===== config.mk =====
export PLATFORM = sky130hd
export DESIGN_NAME = lap_stopwatch_flat
export DESIGN_NICKNAME = d
export VERILOG_FILES = /design/src/rtl/lap_stopwatch_if.sv /design/src/rtl/lap_stopwatch.sv /design/src/flat_wrapper.sv
export SDC_FILE = /design/constraint.sdc
export NUM_CORES = 1
export LEC_CHECK = 0
export BUFFER_PORTS_ARGS = -buffer_cell sky130_fd_sc_hd__buf_2
export CORE_UTILIZATION = 35
export DETAILED_ROUTE_END_ITERATION = 12
export PLACE_DENSITY_LB_ADDON = 0.1
export SLEW_MARGIN = 20
export SYNTH_ARGS = -nofsm -noshare
export SYNTH_HDL_FRONTEND = slang
export SYNTH_SLANG_ARGS = --single-unit

===== constraint.sdc =====
create_clock -name clk -period 2.69 [get_ports clk]
set_clock_uncertainty 0.1 [all_clocks]
set_input_delay 0.1345 -clock clk [delete_from_list [all_inputs] [get_ports clk]]
set_output_delay 0.1345 -clock clk [all_outputs]
set_load 0.02 [all_outputs]

===== src/rtl/lap_stopwatch_if.sv =====
// Control/display bundle between the button front-end, the stopwatch core
// and the board display pins. The core takes the slave view.
interface lap_stopwatch_if #(
  parameter int NDIG = 4
);
  logic              en;
  logic              start_stop;
  logic              clear;
  logic              lap;
  logic              down;
  logic [NDIG*4-1:0] preset;
  logic [6:0]        seg;
  logic [NDIG-1:0]   an_n;
  logic [NDIG*4-1:0] count;
  logic              running;
  logic              lap_active;
  logic              expired;

  modport master (
    output en, start_stop, clear, lap, down, preset,
    input  seg, an_n, count, running, lap_active, expired
  );

  modport slave (
    input  en, start_stop, clear, lap, down, preset,
    output seg, an_n, count, running, lap_active, expired
  );
endinterface


===== src/rtl/lap_stopwatch.sv =====
// Lap stopwatch / countdown timer: tick prescaler, button edge detection,
// mixed-radix BCD counter, lap hold register and a scanned 7-segment driver.
// Everything runs on clk with clock-enable strobes.
module lap_stopwatch #(
  parameter int CLK_HZ  = 50000000,
  parameter int TICK_HZ = 100,
  parameter int SCAN_HZ = 500,
  parameter int NDIG    = 4
) (
  input  logic           clk,
  input  logic           rst,
  lap_stopwatch_if.slave bus
);
  localparam int TDIV     = CLK_HZ / TICK_HZ;
  localparam int SDIV_RAW = CLK_HZ / (SCAN_HZ * NDIG);
  localparam int SDIV     = (SDIV_RAW < 1) ? 1 : SDIV_RAW;
  localparam int TW       = (TDIV > 1) ? $clog2(TDIV) : 1;
  localparam int SW       = (SDIV > 1) ? $clog2(SDIV) : 1;
  localparam int IW       = $clog2(NDIG);
  localparam logic [TW-1:0] TDIV_M1 = TW'(TDIV - 1);
  localparam logic [SW-1:0] SDIV_M1 = SW'(SDIV - 1);

  generate
    if (TDIV < 2) begin : g_chk_tdiv
      $error("lap_stopwatch: CLK_HZ/TICK_HZ must be at least 2");
    end
    if (NDIG < 4 || NDIG > 6) begin : g_chk_ndig
      $error("lap_stopwatch: NDIG must be in 4..6");
    end
  endgenerate

  // Largest legal value of digit k (radix-1): tens of seconds/minutes are base 6.
  function automatic logic [3:0] radix_max(input int k);
    return (k == 3 || k == 5) ? 4'd5 : 4'd9;
  endfunction

  // Active-low {g,f,e,d,c,b,a}; non-decimal codes blank the digit.
  function automatic logic [6:0] seg_of(input logic [3:0] d);
    case (d)
      4'd0:    seg_of = 7'h40;
      4'd1:    seg_of = 7'h79;
      4'd2:    seg_of = 7'h24;
      4'd3:    seg_of = 7'h30;
      4'd4:    seg_of = 7'h19;
      4'd5:    seg_of = 7'h12;
      4'd6:    seg_of = 7'h02;
      4'd7:    seg_of = 7'h78;
      4'd8:    seg_of = 7'h00;
      4'd9:    seg_of = 7'h10;
      default: seg_of = 7'h7F;
    endcase
  endfunction

  logic                  ss_prev_q, clr_prev_q, lap_prev_q;
  logic                  clr_p, ss_p, lap_p, tick, cnt_zero, carry;
  logic [NDIG-1:0][3:0]  cnt_q, cnt_d, lap_q, lap_d, tick_val, preset_sat, disp;
  logic                  running_q, running_d, lap_act_q, lap_act_d;
  logic                  expired_q, expired_d, mode_q, mode_d;
  logic [TW-1:0]         pre_q, pre_d;
  logic [SW-1:0]         scan_pre_q;
  logic [IW-1:0]         scan_q;
  logic [6:0]            seg_q;
  logic [NDIG-1:0]       an_q;

  // Clear beats start/stop beats lap; losers in the same cycle are dropped.
  assign clr_p    = bus.clear & ~clr_prev_q;
  assign ss_p     = bus.start_stop & ~ss_prev_q & ~clr_p;
  assign lap_p    = bus.lap & ~lap_prev_q & ~clr_p & ~(bus.start_stop & ~ss_prev_q);
  assign tick     = running_q & bus.en & (pre_q == TDIV_M1);
  assign cnt_zero = (cnt_q == '0);
  assign disp     = lap_act_q ? lap_q : cnt_q;

  // Button edge-detect history.
  always_ff @(posedge clk or negedge rst) begin
    if (!rst) begin
      ss_prev_q  <= 1'b0;
      clr_prev_q <= 1'b0;
      lap_prev_q <= 1'b0;
    end else begin
      ss_prev_q  <= bus.start_stop;
      clr_prev_q <= bus.clear;
      lap_prev_q <= bus.lap;
    end
  end

  // Counter value one tick later: ripple carry (up) or borrow (down) through the digits.
  always_comb begin
    tick_val = cnt_q;
    carry    = 1'b1;
    for (int k = 0; k < NDIG; k++) begin
      if (carry) begin
        if (mode_q) begin
          if (cnt_q[k] == 4'd0) tick_val[k] = radix_max(k);
          else begin
            tick_val[k] = cnt_q[k] - 4'd1;
            carry       = 1'b0;
          end
        end else begin
          if (cnt_q[k] >= radix_max(k)) tick_val[k] = 4'd0;
          else begin
            tick_val[k] = cnt_q[k] + 4'd1;
            carry       = 1'b0;
          end
        end
      end
    end
  end

  // Out-of-range preset digits clamp to the digit's maximum.
  always_comb begin
    preset_sat = '0;
    for (int k = 0; k < NDIG; k++) begin
      preset_sat[k] = (bus.preset[k*4 +: 4] > radix_max(k)) ? radix_max(k)
                                                            : bus.preset[k*4 +: 4];
    end
  end

  // Next-state for counter, lap hold, run/mode/expiry flags and tick prescaler.
  always_comb begin
    cnt_d     = cnt_q;
    lap_d     = lap_q;
    running_d = running_q;
    lap_act_d = lap_act_q;
    expired_d = expired_q;
    mode_d    = mode_q;
    pre_d     = pre_q;
    if (running_q && bus.en) pre_d = tick ? '0 : pre_q + TW'(1);
    if (clr_p) begin
      cnt_d     = bus.down ? preset_sat : '0;
      running_d = 1'b0;
      lap_act_d = 1'b0;
      expired_d = 1'b0;
      pre_d     = '0;
      mode_d    = bus.down;
    end else begin
      if (tick) begin
        cnt_d = tick_val;
        if (mode_q && tick_val == '0) begin
          expired_d = 1'b1;
          running_d = 1'b0;
        end
      end
      if (ss_p) begin
        if (running_q) running_d = 1'b0;
        else if (!(bus.down && cnt_zero)) begin
          running_d = 1'b1;
          mode_d    = bus.down;
          pre_d     = '0;
        end
      end
      if (lap_p) begin
        if (!lap_act_q) begin
          lap_d     = cnt_d;
          lap_act_d = 1'b1;
        end else begin
          lap_act_d = 1'b0;
        end
      end
    end
  end

  // Core state registers.
  always_ff @(posedge clk or negedge rst) begin
    if (!rst) begin
      cnt_q     <= '0;
      lap_q     <= '0;
      running_q <= 1'b0;
      lap_act_q <= 1'b0;
      expired_q <= 1'b0;
      mode_q    <= 1'b0;
      pre_q     <= '0;
    end else begin
      cnt_q     <= cnt_d;
      lap_q     <= lap_d;
      running_q <= running_d;
      lap_act_q <= lap_act_d;
      expired_q <= expired_d;
      mode_q    <= mode_d;
      pre_q     <= pre_d;
    end
  end

  // Scan prescaler and digit index; both hold while disabled.
  always_ff @(posedge clk or negedge rst) begin
    if (!rst) begin
      scan_pre_q <= '0;
      scan_q     <= '0;
    end else if (bus.en) begin
      if (scan_pre_q == SDIV_M1) begin
        scan_pre_q <= '0;
        scan_q     <= (scan_q == IW'(NDIG - 1)) ? '0 : scan_q + IW'(1);
      end else begin
        scan_pre_q <= scan_pre_q + SW'(1);
      end
    end
  end

  // Registered display pins; blanked while disabled.
  always_ff @(posedge clk or negedge rst) begin
    if (!rst) begin
      seg_q <= 7'h7F;
      an_q  <= '1;
    end else if (!bus.en) begin
      seg_q <= 7'h7F;
      an_q  <= '1;
    end else begin
      seg_q <= seg_of(disp[scan_q]);
      an_q  <= ~(NDIG'(1) << scan_q);
    end
  end

  assign bus.seg        = seg_q;
  assign bus.an_n       = an_q;
  assign bus.count      = cnt_q;
  assign bus.running    = running_q;
  assign bus.lap_active = lap_act_q;
  assign bus.expired    = expired_q;
endmodule


===== src/flat_wrapper.sv =====
// flat-port wrapper written by rule: the top's interface ports become plain ports
module lap_stopwatch_flat 
#(
  parameter int CLK_HZ  = 50000000,
  parameter int TICK_HZ = 100,
  parameter int SCAN_HZ = 500,
  parameter int NDIG    = 4
)
  (clk, rst, bus_en, bus_start_stop, bus_clear, bus_lap, bus_down, bus_preset, bus_seg, bus_an_n, bus_count, bus_running, bus_lap_active, bus_expired);
  lap_stopwatch_if #(.NDIG(NDIG)) bus_i ();
  input  logic clk;
  input  logic rst;
  input wire logic [$bits(bus_i.en)-1:0] bus_en;
  input wire logic [$bits(bus_i.start_stop)-1:0] bus_start_stop;
  input wire logic [$bits(bus_i.clear)-1:0] bus_clear;
  input wire logic [$bits(bus_i.lap)-1:0] bus_lap;
  input wire logic [$bits(bus_i.down)-1:0] bus_down;
  input wire logic [$bits(bus_i.preset)-1:0] bus_preset;
  output wire logic [$bits(bus_i.seg)-1:0] bus_seg;
  output wire logic [$bits(bus_i.an_n)-1:0] bus_an_n;
  output wire logic [$bits(bus_i.count)-1:0] bus_count;
  output wire logic [$bits(bus_i.running)-1:0] bus_running;
  output wire logic [$bits(bus_i.lap_active)-1:0] bus_lap_active;
  output wire logic [$bits(bus_i.expired)-1:0] bus_expired;
  assign bus_i.en = bus_en;
  assign bus_i.start_stop = bus_start_stop;
  assign bus_i.clear = bus_clear;
  assign bus_i.lap = bus_lap;
  assign bus_i.down = bus_down;
  assign bus_i.preset = bus_preset;
  assign bus_seg = bus_i.seg;
  assign bus_an_n = bus_i.an_n;
  assign bus_count = bus_i.count;
  assign bus_running = bus_i.running;
  assign bus_lap_active = bus_i.lap_active;
  assign bus_expired = bus_i.expired;
  lap_stopwatch #(.CLK_HZ(CLK_HZ), .TICK_HZ(TICK_HZ), .SCAN_HZ(SCAN_HZ), .NDIG(NDIG)) u_core (.clk(clk), .rst(rst), .bus(bus_i));
endmodule

# Word level (Yosys, flattened, before mapping)
# Memories as Yosys holds them, arrays and structs flattened.
# Cells that the tools add are included.
dict set report totals {
  register_bits 86
  mem_bits_ro 112
  inputBits 23
  out_inout_bits 30
  wordCells 141
  n_memories 1
}
# memory words word_bits rd rd_clocked_by_memory_dff write_ports line_no
set mem_list {}
lappend mem_list {{(name not given)} 16 7 1 0 0 lap_stopwatch.sv:39} ;# case (d)
dict set report classes {
  add_sub_neg 11
  order_cmp 9
  eq_ne 5
  shift 1
  n_mux 62
  bitwise 15
  reduce_logical 17
}
# op count
set op_table {}
lappend op_table {{$mux 19} 6}
lappend op_table {{$mux 4} 21}
lappend op_table {{$mux 16} 4}
lappend op_table {{$logic_not 16->1} 2}
lappend op_table {{$mux 1} 27}
lappend op_table {{$add 19x1->19 const B} 1}
lappend op_table {{$eq 19x19->1 const B} 1}
lappend op_table {{$add 4x1->4 const B} 4}
lappend op_table {{$logic_not 4->1} 4}
lappend op_table {{$sub 4x1->4 const B} 4}
lappend op_table {{$add 15x1->15 const B} 1}
lappend op_table {{$eq 15x15->1 const B} 1}
lappend op_table {{$mux 15} 1}
lappend op_table {{$ge 4x4->1 const B} 3}
lappend op_table {{$gt 4x4->1 const B} 3}
lappend op_table {{$and 1x1->1} 8}
lappend op_table {{$bmux 4 s2} 1}
lappend op_table {{$reduce_bool 2->1} 4}
lappend op_table {{$mux 7} 1}
lappend op_table {{$not 1->1} 6}
lappend op_table {{$reduce_and 3->1} 2}
lappend op_table {{$ge 4x3->1 const B} 1}
lappend op_table {{$gt 4x3->1 const B} 1}
lappend op_table {{$ne 2x1->1 const B} 2}
lappend op_table {{other kinds (8)} 11}

# Logic depth before layout (Yosys ltp)
# Gate-level depths: netlist of the first run.
dict set report logic_depth {
  ltp_word 14
  ltp_mapped 11
  mapped_depth_nobuf 9
}

# Worst setup path before layout of the first run
# Ideal clock, no wire load.
dict set report synth_timing {
  path_type {register to register}
  start {register u_core.cnt_q, in the netlist u_core.bus.count[8]}
  end {register u_core.expired_q (netlist: u_core.bus.expired)}
  setup_time_ns 0.065
  arrival_time_ns 2.772
  required_ns 2.525
  path_slack_ns -0.247
  path_stages_with_launch 11
  n_path_buf 1
  period_less_slack_ns 2.937
  path_cell_list {dfrtp_1 -> inv_1 -> ha_1 -> nor4bb_1 -> a31oi_2 -> or3_1 -> buf_6 -> mux2i_1 -> or4b_1 -> nor4_2 -> o21a_1}
}
dict set report synth_between {
  elab_chain_cells 9
  elab_cells_between_ends 17
  cone_classes {2 x add/sub; 1 x order compare; 9 x mux; 5 x reduce/logical}
}
# item line_no
set synth_rtl {}
lappend synth_rtl {{start, declared} lap_stopwatch.sv:56} ;# logic [NDIG-1:0][3:0] cnt_q, cnt_d, lap_q, lap_d, tick_val, preset_sat, disp;
lappend synth_rtl {{start signal, assigned} lap_stopwatch.sv:173} ;# cnt_q <= cnt_d;
lappend synth_rtl {{$ge 4x4->1 or $logic_not 4->1 (tied branches)} {lap_stopwatch.sv:99, lap_stopwatch.sv:93}}
lappend synth_rtl {{$mux 1 (on tied branches)} {lap_stopwatch.sv:99, lap_stopwatch.sv:93}}
lappend synth_rtl {{$mux 1} lap_stopwatch.sv:92} ;# if (mode_q) begin
lappend synth_rtl {{$mux 1} lap_stopwatch.sv:91} ;# if (carry) begin
lappend synth_rtl {{$mux 4} lap_stopwatch.sv:91}
lappend synth_rtl {{$logic_not 16->1 (*)} lap_stopwatch.sv:138} ;# if (mode_q && tick_val == '0) begin
lappend synth_rtl {{$logic_and 1x1->1 (*)} lap_stopwatch.sv:138}
lappend synth_rtl {{$reduce_bool 2->1 (no source line) (*)} --}
lappend synth_rtl {{$reduce_and 2->1 (no source line) (*)} --}
lappend synth_rtl {{end signal, assigned} lap_stopwatch.sv:177} ;# expired_q <= expired_d;
lappend synth_rtl {{end, declared} lap_stopwatch.sv:58} ;# logic expired_q, expired_d, mode_q, mode_d;
# Every way passes the cells marked *; elsewhere a longest branch is shown, timed or not.
# A chain may end at the register's enable or synchronous reset.

# Final worst setup path of the first run
dict set report layout_timing {
  start {register u_core.cnt_q, in the netlist u_core.bus.count[4]}
  end {register u_core.expired_q (netlist: u_core.bus.expired)}
}
dict set report layout_between {
  elab_chain_cells 10
  elab_cells_between_ends 19
  cone_classes {2 x add/sub; 1 x order compare; 11 x mux; 5 x reduce/logical}
}
# item line_no
set layout_rtl {}
lappend layout_rtl {{$ge 4x4->1 or $logic_not 4->1 (tied branches)} {lap_stopwatch.sv:99, lap_stopwatch.sv:93}}
lappend layout_rtl {{$mux 1 (on tied branches)} {lap_stopwatch.sv:99, lap_stopwatch.sv:93}}
lappend layout_rtl {{$mux 1} lap_stopwatch.sv:92}
lappend layout_rtl {{$mux 1 (2 in series)} lap_stopwatch.sv:91}
lappend layout_rtl {{$mux 4} lap_stopwatch.sv:91}
lappend layout_rtl {{$logic_not 16->1 (*)} lap_stopwatch.sv:138}
lappend layout_rtl {{$logic_and 1x1->1 (*)} lap_stopwatch.sv:138}
lappend layout_rtl {{$reduce_bool 2->1 (no source line) (*)} --}
lappend layout_rtl {{$reduce_and 2->1 (no source line) (*)} --}
# Marks and branches as above.

==> results of run 1 <==
-- power by group --
group	switching (mW)	leakage (nW)	internal [mW]	total (mW)
Combinational	0.716	1.69	0.571	1.29
Clock	0.531	0.154	0.818	1.35
Sequential	0.145	1.09	1.48	1.62
Total	1.39	2.93	2.87	4.26
-- final cells by class --
cell class / instances / area (µm²)
timing repair buffer: 125 / 848
fill: 1432 / 8020
sequential: 86 / 2170
multi-input combinational: 447 / 3030
tap: 184 / 230
clock buffer: 11 / 233
clock inverter: 5 / 82.6
inverter: 21 / 78.8
-- sequential cells by signal, indices dropped and copies added (netlist names) --
signal,flops
u_core.bus.lap_active,1
u_core.ss_prev_q,1
u_core.bus.an_n,4
u_core.scan_pre_q,15
u_core.clr_prev_q,1
u_core.bus.count,16
u_core.pre_q,19
u_core.bus.seg,7
u_core.bus.expired,1
u_core.mode_q,1
u_core.bus.running,1
u_core.scan_q,2
u_core.lap_q,16
u_core.lap_prev_q,1
-- cells in the final DEF (no fill, tap or decap), types with 3 or more instances in the layout --
cell type and n:
mux2i_1 12, dfstp_2 11, dfrtp_1 69, a21oi_1 26, dfrtp_2 6, nor2_1 69, xnor2_1 14, clkbuf_16 9
nand4_1 11, or3_1 6, nand2_1 68, or2_2 3, o21ai_0 51, xor2_1 20, nor3b_1 4, inv_1 13
buf_4 63, o21a_1 3, dlygate4sd3_1 10, nand3_1 25, a31oi_1 4, o211ai_1 4, nand4b_1 4, inv_2 7
ha_4 3, buf_2 51, mux2_2 5, nor4_1 5, nor3_1 13, ha_1 21, nand2b_1 8, and3_1 6
o22ai_1 3, mux4_2 7
-- cell usage after synthesis, types with 3 or more instances --
cell      count
mux2i_1      13
inv_1        20
xor2_1       20
or3_1         7
a31oi_1       4
ha_1         24
buf_6         3
o22ai_1       3
nor4_1        5
or2_2         4
nand2b_1      8
o21a_1        3
xnor2_1      14
dfstp_2      11
dfrtp_1      75
buf_2         3
nand3_1      25
nand4_1      11
and3_1        6
a21oi_1      26
mux2_2        5
o21ai_0      51
mux4_2        7
nand2_1      68
o211ai_1      4
clkbuf_1     23
nor2_1       69
nor3_1       13
nand4b_1      4
nor3b_1       4
-- logic make-up after synthesis --
family | after synthesis
and+or+nand+nor | 243
AOI/OAI and AO/OA | 120
DFF | 86
buffers and inverters | 51
xor gates and xnor gates | 34
muxes | 26
adders and majority gates | 24
-- worst min-delay path by stage --
stage | from | endpoint | slack, ns | cells past startpoint
6_report | bus_preset[4] | u_core.bus.count[4] | 0.01 | 3
5_1_grt | bus_preset[4] | u_core.bus.count[4] | 0.02 | 3
4_1_cts | bus_preset[13] | u_core.bus.count[13] | 0.003 | 3
3_5_place_dp | rst | u_core.pre_q[8] | 0.0006 | 1
3_3_place_gp | rst | u_core.pre_q[8] | -0.007 | 1
2_1_floorplan | rst | u_core.bus.count[0] | -0.26 | 0
-- through the flow --
step                      hold WS [ns]  TNS [ns]  cells  setup slack (ns)
after detailed placement      0.000565    -0.178    851           -0.0990
after global placement        -0.00667   -0.0696    851           -0.0408
after global routing            0.0175    -0.185    879            -0.116
after floorplan                 -0.261   -0.0809    584           -0.0510
final                           0.0118         0    879            0.0168
after CTS                      0.00327         0    877            0.0228
-- routing by layer --
layer / global-route usage / wire [µm] / vias to the layer above
li1: - / - / 2287
met1: 0.259 / 6890 / 2230
met2: 0.319 / 6940 / 122
met3: 0.0334 / 629 / 16
met4: 0.0717 / 274 / 0
met5: 0 / 0 / -
-- worst max-delay path, stage by stage, from the launching register on --
cell     delay, ns
dfrtp_2       0.42
inv_2         0.08
ha_4          0.14
or3b_4        0.40
a31oi_4       0.26
or2_4         0.18
o31ai_4       0.06
or4b_4        0.55
nor4_4        0.27
o21a_1        0.15
-- timing repair --
item / CTS / global route
hold endpoints to repair: 37 / 0
setup endpoints to repair: 2 / 2
pin swaps: 2 / 6
gates resized for setup: 3 / 7
setup buffers: 0 / 2
hold buffers: 10 / 0
==> metrics.txt, run 1 <==
Crit Path Class reg2reg; Synth Register Bits 86; start of the worst register-to-register path u_core.bus.count[4]; placed cell areas 6210 µm²; Final Cycle Share 0.994; global-route wire length before repair 23900 µm; top cell type by total area after synthesis dfrtp_1; crit end category flip-flop; core area 14700 µm²; Worst Tran Pin Value 0.777 ns; post-layout util 0.454; antenna violations before repair 0; total power 4.26 mW; I/O pin cnt 53; area share of fa/ha/maj cells after synthesis 0.0565; DP HPWL 11100 µm; PwrDens 638 nW/µm²; Max-slew headroom 0.468; R2R setup slack 0.02 ns; Leak 2.93 nW; clock tree from TritonCTS built; number of global-route vias before repair 4659; cells after synthesis 584; share of the synthesized area in the top cell type 0.353; Post-synth EDFFs 0; antenna viol nets, final 0; total grt overflow 0; Post-Synth XOR/XNOR Area 0.0560; Die W 125 µm; status finished with violations; Final Hold Violating Endpoints 0; Critical path origin u_core.bus.count[4]; VDD IR max 0.000397 V; Clock Pin Slew Worst Setup and Hold Paths 0.06 ns; clk buf depth 2; MaxCap Viol Count 0; largest net degree at the start of global routing 32; number of setup violations in the final report 0; crit-path max FO 5; Synth Area per Inst 9.11 µm²; initial core utilization 0.362; wire per inst 16.8 µm; FP Rows 44; via/cell ratio 5.30; Compound-Gate Fraction of Synth Area 0.143; largest family of logic cells by synthesized area simple AND/OR/NAND/NOR gates; Critical Path Start Type flip-flop; Max Clk Rate 374 MHz; die area 15700 µm²; drt total wl 14700 µm; Reg2Reg Depth 9; port buffer count 52; Total Routing Usage GR 0.195; worst skew pair latency 0.35 ns; synth unique cells 68; total via count in the routed design 4655; RSZ-0062 raised after global routing true; path type of the worst min-delay path in2reg; mux contribution to synthesized area 0.0696; part of the Yosys area used for sequential elements 0.407; CP endpoint u_core.bus.expired; initial drt markers 241; final instance area 6680 µm²; TritonCTS Sinks 86; FF-to-FF End u_core.bus.expired; first drt pass iteration count 9; async set-reset flop share out of synthesis 1.00; Die Span Y 125 µm; share of layout cells above drive strength 1 0.275; synth top area cells dfrtp_1 (35%), ha_1 (5.6%), dfstp_2 (5.4%); Req. time, crit path 2.87 ns; critical path data arrival time 2.86 ns; Synth Net Count 631; CTS buffer count 9; Pins Over Slew Limit 0; Final min period 2.67 ns; CTS root buffer clkbuf_16; failing checks DRC; drc violations 2; Most used DFF post-synth dfrtp_1; RePlAce Congestion 0.879; Synth Area in Simple Gates 0.226; Post-Syn Area 5320 µm²; H-tree depth 3; Final #Nets 737; # diodes 0; Synth Warn # 0; Area growth syn-to-layout 25.5%
(Power assumes the default switching activity.)
==> run 2: changes to the inputs <==
--- a/config.mk
+++ b/config.mk
@@ -8,7 +8,8 @@
 export BUFFER_PORTS_ARGS = -buffer_cell sky130_fd_sc_hd__buf_2
 export CORE_UTILIZATION = 35
 export DETAILED_ROUTE_END_ITERATION = 12
-export PLACE_DENSITY_LB_ADDON = 0.1
+export PLACE_DENSITY = 0.5
+export REMOVE_ABC_BUFFERS = 1
 export SLEW_MARGIN = 20
 export SYNTH_ARGS = -nofsm -noshare
 export SYNTH_HDL_FRONTEND = slang
==> run 2 against run 1 <==
Effect of this change: the flow finishes with violations (DRC, hold timing); critical path depth up 1; register-to-register slack better by 0.03 ns; sequential cell count unchanged; die area did not move; clock-buffer cell count unchanged; core utilization increased by 0.84 points; total power up 2.0%; critical path type unchanged; highest routed layer unchanged.
==> metrics.txt, run 2 (synthesized netlist as in run 1, its figures left out) <==
Hold WS -0.000983 ns; worst skew pair latency 0.35 ns; number of flip-flops in the largest register 19; Final #Nets 742; CTS buffer count 9; drc violations 4; MaxCap Viol Count 0; Crit Path Class reg2reg; most common cell after layout, fill and taps aside dfrtp_1; core area 14700 µm²; crit end category flip-flop; die area 15700 µm²; Final Hold Violating Endpoints 1; initial drt markers 372; # diodes 0; PwrDens 639 nW/µm²; total via count in the routed design 4698; VDD IR max 0.000286 V; Clock Pin Slew Worst Setup and Hold Paths 0.07 ns; Area growth syn-to-layout 27.9%; Largest Register u_core.pre_q; Die W 125 µm; crit-path max FO 2; Die Span Y 125 µm; initial core utilization 0.362; post-layout util 0.463; Pins Over Slew Limit 0; Total Routing Usage GR 0.195; wire per inst 16.3 µm; I/O pin cnt 53; status finished with violations; critical path data arrival time 2.77 ns; number of global-route vias before repair 4705; Final Cycle Share 0.982; share of layout cells above drive strength 1 0.276; total grt overflow 0; global-route wire length before repair 24000 µm; DP HPWL 10400 µm; clk buf depth 2; first drt pass iteration count 9; Reg2Reg Depth 10; number of setup violations in the final report 0; RSZ-0062 raised after global routing true; total power 4.34 mW; Max-slew headroom 0.400; failing checks DRC, hold timing; antenna violations before repair 0; CTS root buffer clkbuf_16; FP Rows 44; hold path depth 3; WHS Endpoint u_core.bus.count[10]; Req. time, crit path 2.82 ns; Leak 2.96 nW; Worst Tran Pin Value 0.900 ns; Final min period 2.64 ns; path type of the worst min-delay path in2reg; most frequent cells in the layout dfrtp_1 (74), nand2_1 (68), nor2_1 (67); Critical Path Start Type flip-flop; RePlAce Congestion 0.898; via/cell ratio 5.31; Cell Chain, Critical Path inv_2 > ha_4 > buf_6 > or3b_4 > a31oi_4 > or3_4 > mux2i_2 > or4b_4 > nor4_4 > nor3_1; clock tree from TritonCTS built; hold wc startpoint bus_preset[10]; FF-to-FF End u_core.bus.running; R2R setup slack 0.05 ns; Max stage delay on crit path 0.56 ns; CP max-delay cell or4b_4; start of the worst register-to-register path u_core.bus.count[8]; drt total wl 14400 µm; antenna viol nets, final 0; TritonCTS Sinks 86; fillers 1382; largest net degree at the start of global routing 59; port buffer count 52; H-tree depth 3; Max Clk Rate 379 MHz
-- run 2: cell count changes in the layout (fill, tap and decap cells not counted), moves of 3 or more --
cell / delta
buf_6: +4
ha_2: +3
dfrtp_2: -5
dlygate4sd3_1: +7
buf_4: -7
ha_1: -3
dfrtp_1: +5
-- run 2: worst max path at each step --
stage,from,endpoint,depth (start not counted)
after floorplan,u_core.mode_q,u_core.bus.running,7
after global placement,u_core.bus.count[0],u_core.bus.running,10
after detailed placement,u_core.bus.count[0],u_core.bus.expired,10
after CTS,u_core.bus.count[4],u_core.bus.expired,10
after global routing,u_core.bus.count[8],u_core.bus.running,10
final,u_core.bus.count[8],u_core.bus.running,10
-- run 2: metrics by stage --
stage	area, µm²	std cells	setup WS, ns	setup TNS, ns
finish	6800	884	0.0492	0
global route	6800	884	-0.0381	-0.0768
CTS	6750	880	0.00588	0
detailed placement	6050	838	-0.108	-0.215
global placement	6050	838	-0.0359	-0.0716
floorplan	5180	554	-0.255	-0.474
-- run 2: cell type report --
type / instances / area, µm² / area share
Clock inverter: 5 / 81.3 / 0.0120
Sequential cell: 86 / 2170 / 0.319
Tap cell: 184 / 230 / 0.0338
Inverter: 21 / 82.6 / 0.0121
Timing Repair Buffer: 130 / 931 / 0.137
Multi-Input combinational cell: 447 / 3060 / 0.449
Clock buffer: 11 / 253 / 0.0372
-- run 2: per-layer routing --
metal | part of all wire | GRT usage | vias up | wire length, µm
met2 | 0.47 | 0.316 | 96 | 6820
met4 | 0.027 | 0.0918 | 0 | 392
li1 | - | - | 2286 | -
met5 | 0 | 0 | - | 0
met1 | 0.47 | 0.256 | 2293 | 6750
met3 | 0.031 | 0.0274 | 23 | 448
-- run 2: timing repair --
item	CTS	global route
setup buffers	9	4
hold endpoints to repair	42	0
resized for setup	30	5
hold buffers	17	0
pin swaps	11	10
setup endpoints to repair	2	6
-- run 2: power breakdown --
group | internal (mW) | total [mW] | switching [mW]
clock network | 0.865 | 1.41 | 0.547
registers | 1.48 | 1.62 | 0.141
logic | 0.587 | 1.31 | 0.728
-- run 2: worst max-delay path, delay by kind of cell, from the launching register on --
kind,cells,cell delay (ns)
AND/OR/NAND/NOR,5,1.46
flip-flops,1,0.37
multiplexers,1,0.17
buffers and inverters,2,0.17
adder cells (fa/ha/maj),1,0.16
AO/OA/AOI/OAI,1,0.09
==> run 3: changes to the inputs <==
--- a/config.mk
+++ b/config.mk
@@ -6,9 +6,9 @@
 export NUM_CORES = 1
 export LEC_CHECK = 0
 export BUFFER_PORTS_ARGS = -buffer_cell sky130_fd_sc_hd__buf_2
+export CORE_ASPECT_RATIO = 1.4
 export CORE_UTILIZATION = 35
 export DETAILED_ROUTE_END_ITERATION = 12
-export PLACE_DENSITY = 0.5
 export REMOVE_ABC_BUFFERS = 1
 export SLEW_MARGIN = 20
 export SYNTH_ARGS = -nofsm -noshare
==> run 3 against run 2 <==
Effect of this change: the flow now finishes without violations; largest cell class unchanged; die area about the same; sequential power about the same; largest power group unchanged; critical path depth unchanged; combinational power about the same; critical path type unchanged; highest routed layer unchanged; maximum frequency up 1.7%; cell count unchanged.
==> metrics.txt, run 3 (synthesized netlist as in run 1, its figures left out) <==
Leak 2.94 nW; Largest Register u_core.pre_q; first drt pass iteration count 5; die area 15700 µm²; worst skew pair latency 0.35 ns; Pins Over Slew Limit 0; Worst Tran Pin Value 0.826 ns; Final Hold Violating Endpoints 0; Die Span Y 148 µm; hold wc startpoint bus_preset[10]; hold path depth 3; path type of the worst min-delay path in2reg; Area growth syn-to-layout 25.6%; total power 4.23 mW; initial drt markers 246; PwrDens 633 nW/µm²; Max-slew headroom 0.450; Total Routing Usage GR 0.196; via/cell ratio 5.30; total grt overflow 0; wire per inst 16.4 µm; share of layout cells above drive strength 1 0.256; port buffer count 52; most frequent cells in the layout dfrtp_1 (75), nor2_1 (69), nand2_1 (68); multi-input gate area in the final layout 3030 µm²; DP HPWL 10800 µm; Final #Nets 737; crit-path max FO 4; start of the worst register-to-register path u_core.bus.count[1]; global-route wire length before repair 23900 µm; Reg2Reg Depth 10; Crit Path Class reg2reg; antenna viol nets, final 0; clock tree from TritonCTS built; R2R setup slack 0.09 ns; total via count in the routed design 4686; I/O pin cnt 53; RePlAce Congestion 0.896; drc violations 0; Reg area 2170 µm²; largest net degree at the start of global routing 80; core area 14600 µm²; FF-to-FF End u_core.bus.expired; Max Clk Rate 385 MHz; Req. time, crit path 2.88 ns; MaxCap Viol Count 0; number of flip-flops in the largest register 19; Final min period 2.60 ns; VDD IR max 0.000320 V; crit end category flip-flop; FP Rows 52; Final Cycle Share 0.965; Critical Path Start Type flip-flop; Die W 106 µm; number of setup violations in the final report 0; drt total wl 14500 µm; # diodes 0; Clock Pin Slew Worst Setup and Hold Paths 0.07 ns; most common cell after layout, fill and taps aside dfrtp_1; clk buf depth 2; CTS buffer count 9; fillers 1423; initial core utilization 0.363; WHS Endpoint u_core.bus.count[10]; post-layout util 0.456; H-tree depth 3; critical path data arrival time 2.79 ns; TritonCTS Sinks 86; CTS root buffer clkbuf_16; antenna violations before repair 0; number of global-route vias before repair 4741; status completed
-- run 3: cell types whose count changed in the layout (fill, tap and decap cells not counted), moves of 2 or more --
cell and delta:
dlygate4sd3_1 -4, ha_1 +3, inv_2 -4, nor2_2 -2, inv_1 +5, buf_12 -2
nor2_1 +2, ha_2 -2
-- run 3: critical path: stages, from the launching register on --
cell and delay, ns:
dfrtp_1 0.37, inv_1 0.10, ha_2 0.19, or3b_4 0.40, a31oi_4 0.23, buf_6 0.14
a211oi_1 0.04, o22ai_1 0.16, or4b_4 0.50, nor4_4 0.17, o21a_1 0.14
-- run 3: report_power, final --
group | leakage (nW) | switching [mW] | internal, mW
sequential | 1.10 | 0.147 | 1.48
combinational | 1.69 | 0.718 | 0.571
clock | 0.149 | 0.540 | 0.774
-- run 3: layout make-up --
cell class | instances | area share
multi-input cells | 447 | 0.453
flip-flops and latches | 86 | 0.324
repair buffers | 125 | 0.129
clock buffers | 12 | 0.0384
well taps | 189 | 0.0354
inverters | 21 | 0.0118
clock inverters | 4 | 0.00824
-- run 3: worst max-delay path by stage --
stage / startpoint / endpoint / slack (ns)
after global routing: u_core.bus.count[8] / u_core.bus.expired / -0.005
final: u_core.bus.count[1] / u_core.bus.expired / 0.09
after floorplan: u_core.mode_q / u_core.bus.running / -0.25
after global placement: u_core.bus.count[8] / u_core.bus.expired / 0.009
after CTS: u_core.bus.count[4] / u_core.bus.expired / 0.004
after detailed placement: u_core.bus.count[8] / u_core.bus.expired / -0.08
-- run 3: through the flow --
step / cells / setup TNS, ns / hold WS, ns / setup WS, ns / area (µm²)
floorplan: 554 / -0.474 / -0.261 / -0.255 / 5180
global placement: 851 / 0 / 0.161 / 0.00872 / 6100
CTS: 884 / 0 / 0.0162 / 0.00361 / 6650
global route: 884 / -0.00548 / 0.0323 / -0.00548 / 6680
finish: 884 / 0 / 0.0104 / 0.0941 / 6680
detailed placement: 851 / -0.163 / 0.170 / -0.0846 / 6100
-- run 3: timing repair --
item | CTS | global route
hold buffers | 13 | 0
gates resized for setup | 15 | 5
setup buffers | 4 | 0
endpoints found under the setup margin | 2 | 2
pin swaps | 8 | 5
hold endpoints to repair | 86 | 0
-- run 3: layer usage --
layer | track usage | vias up | wire (µm)
met5 | 0 | - | 0
met4 | 0.0757 | 0 | 344
met3 | 0.0397 | 21 | 495
met2 | 0.349 | 98 | 7560
met1 | 0.229 | 2290 | 6080
li1 | - | 2277 | -
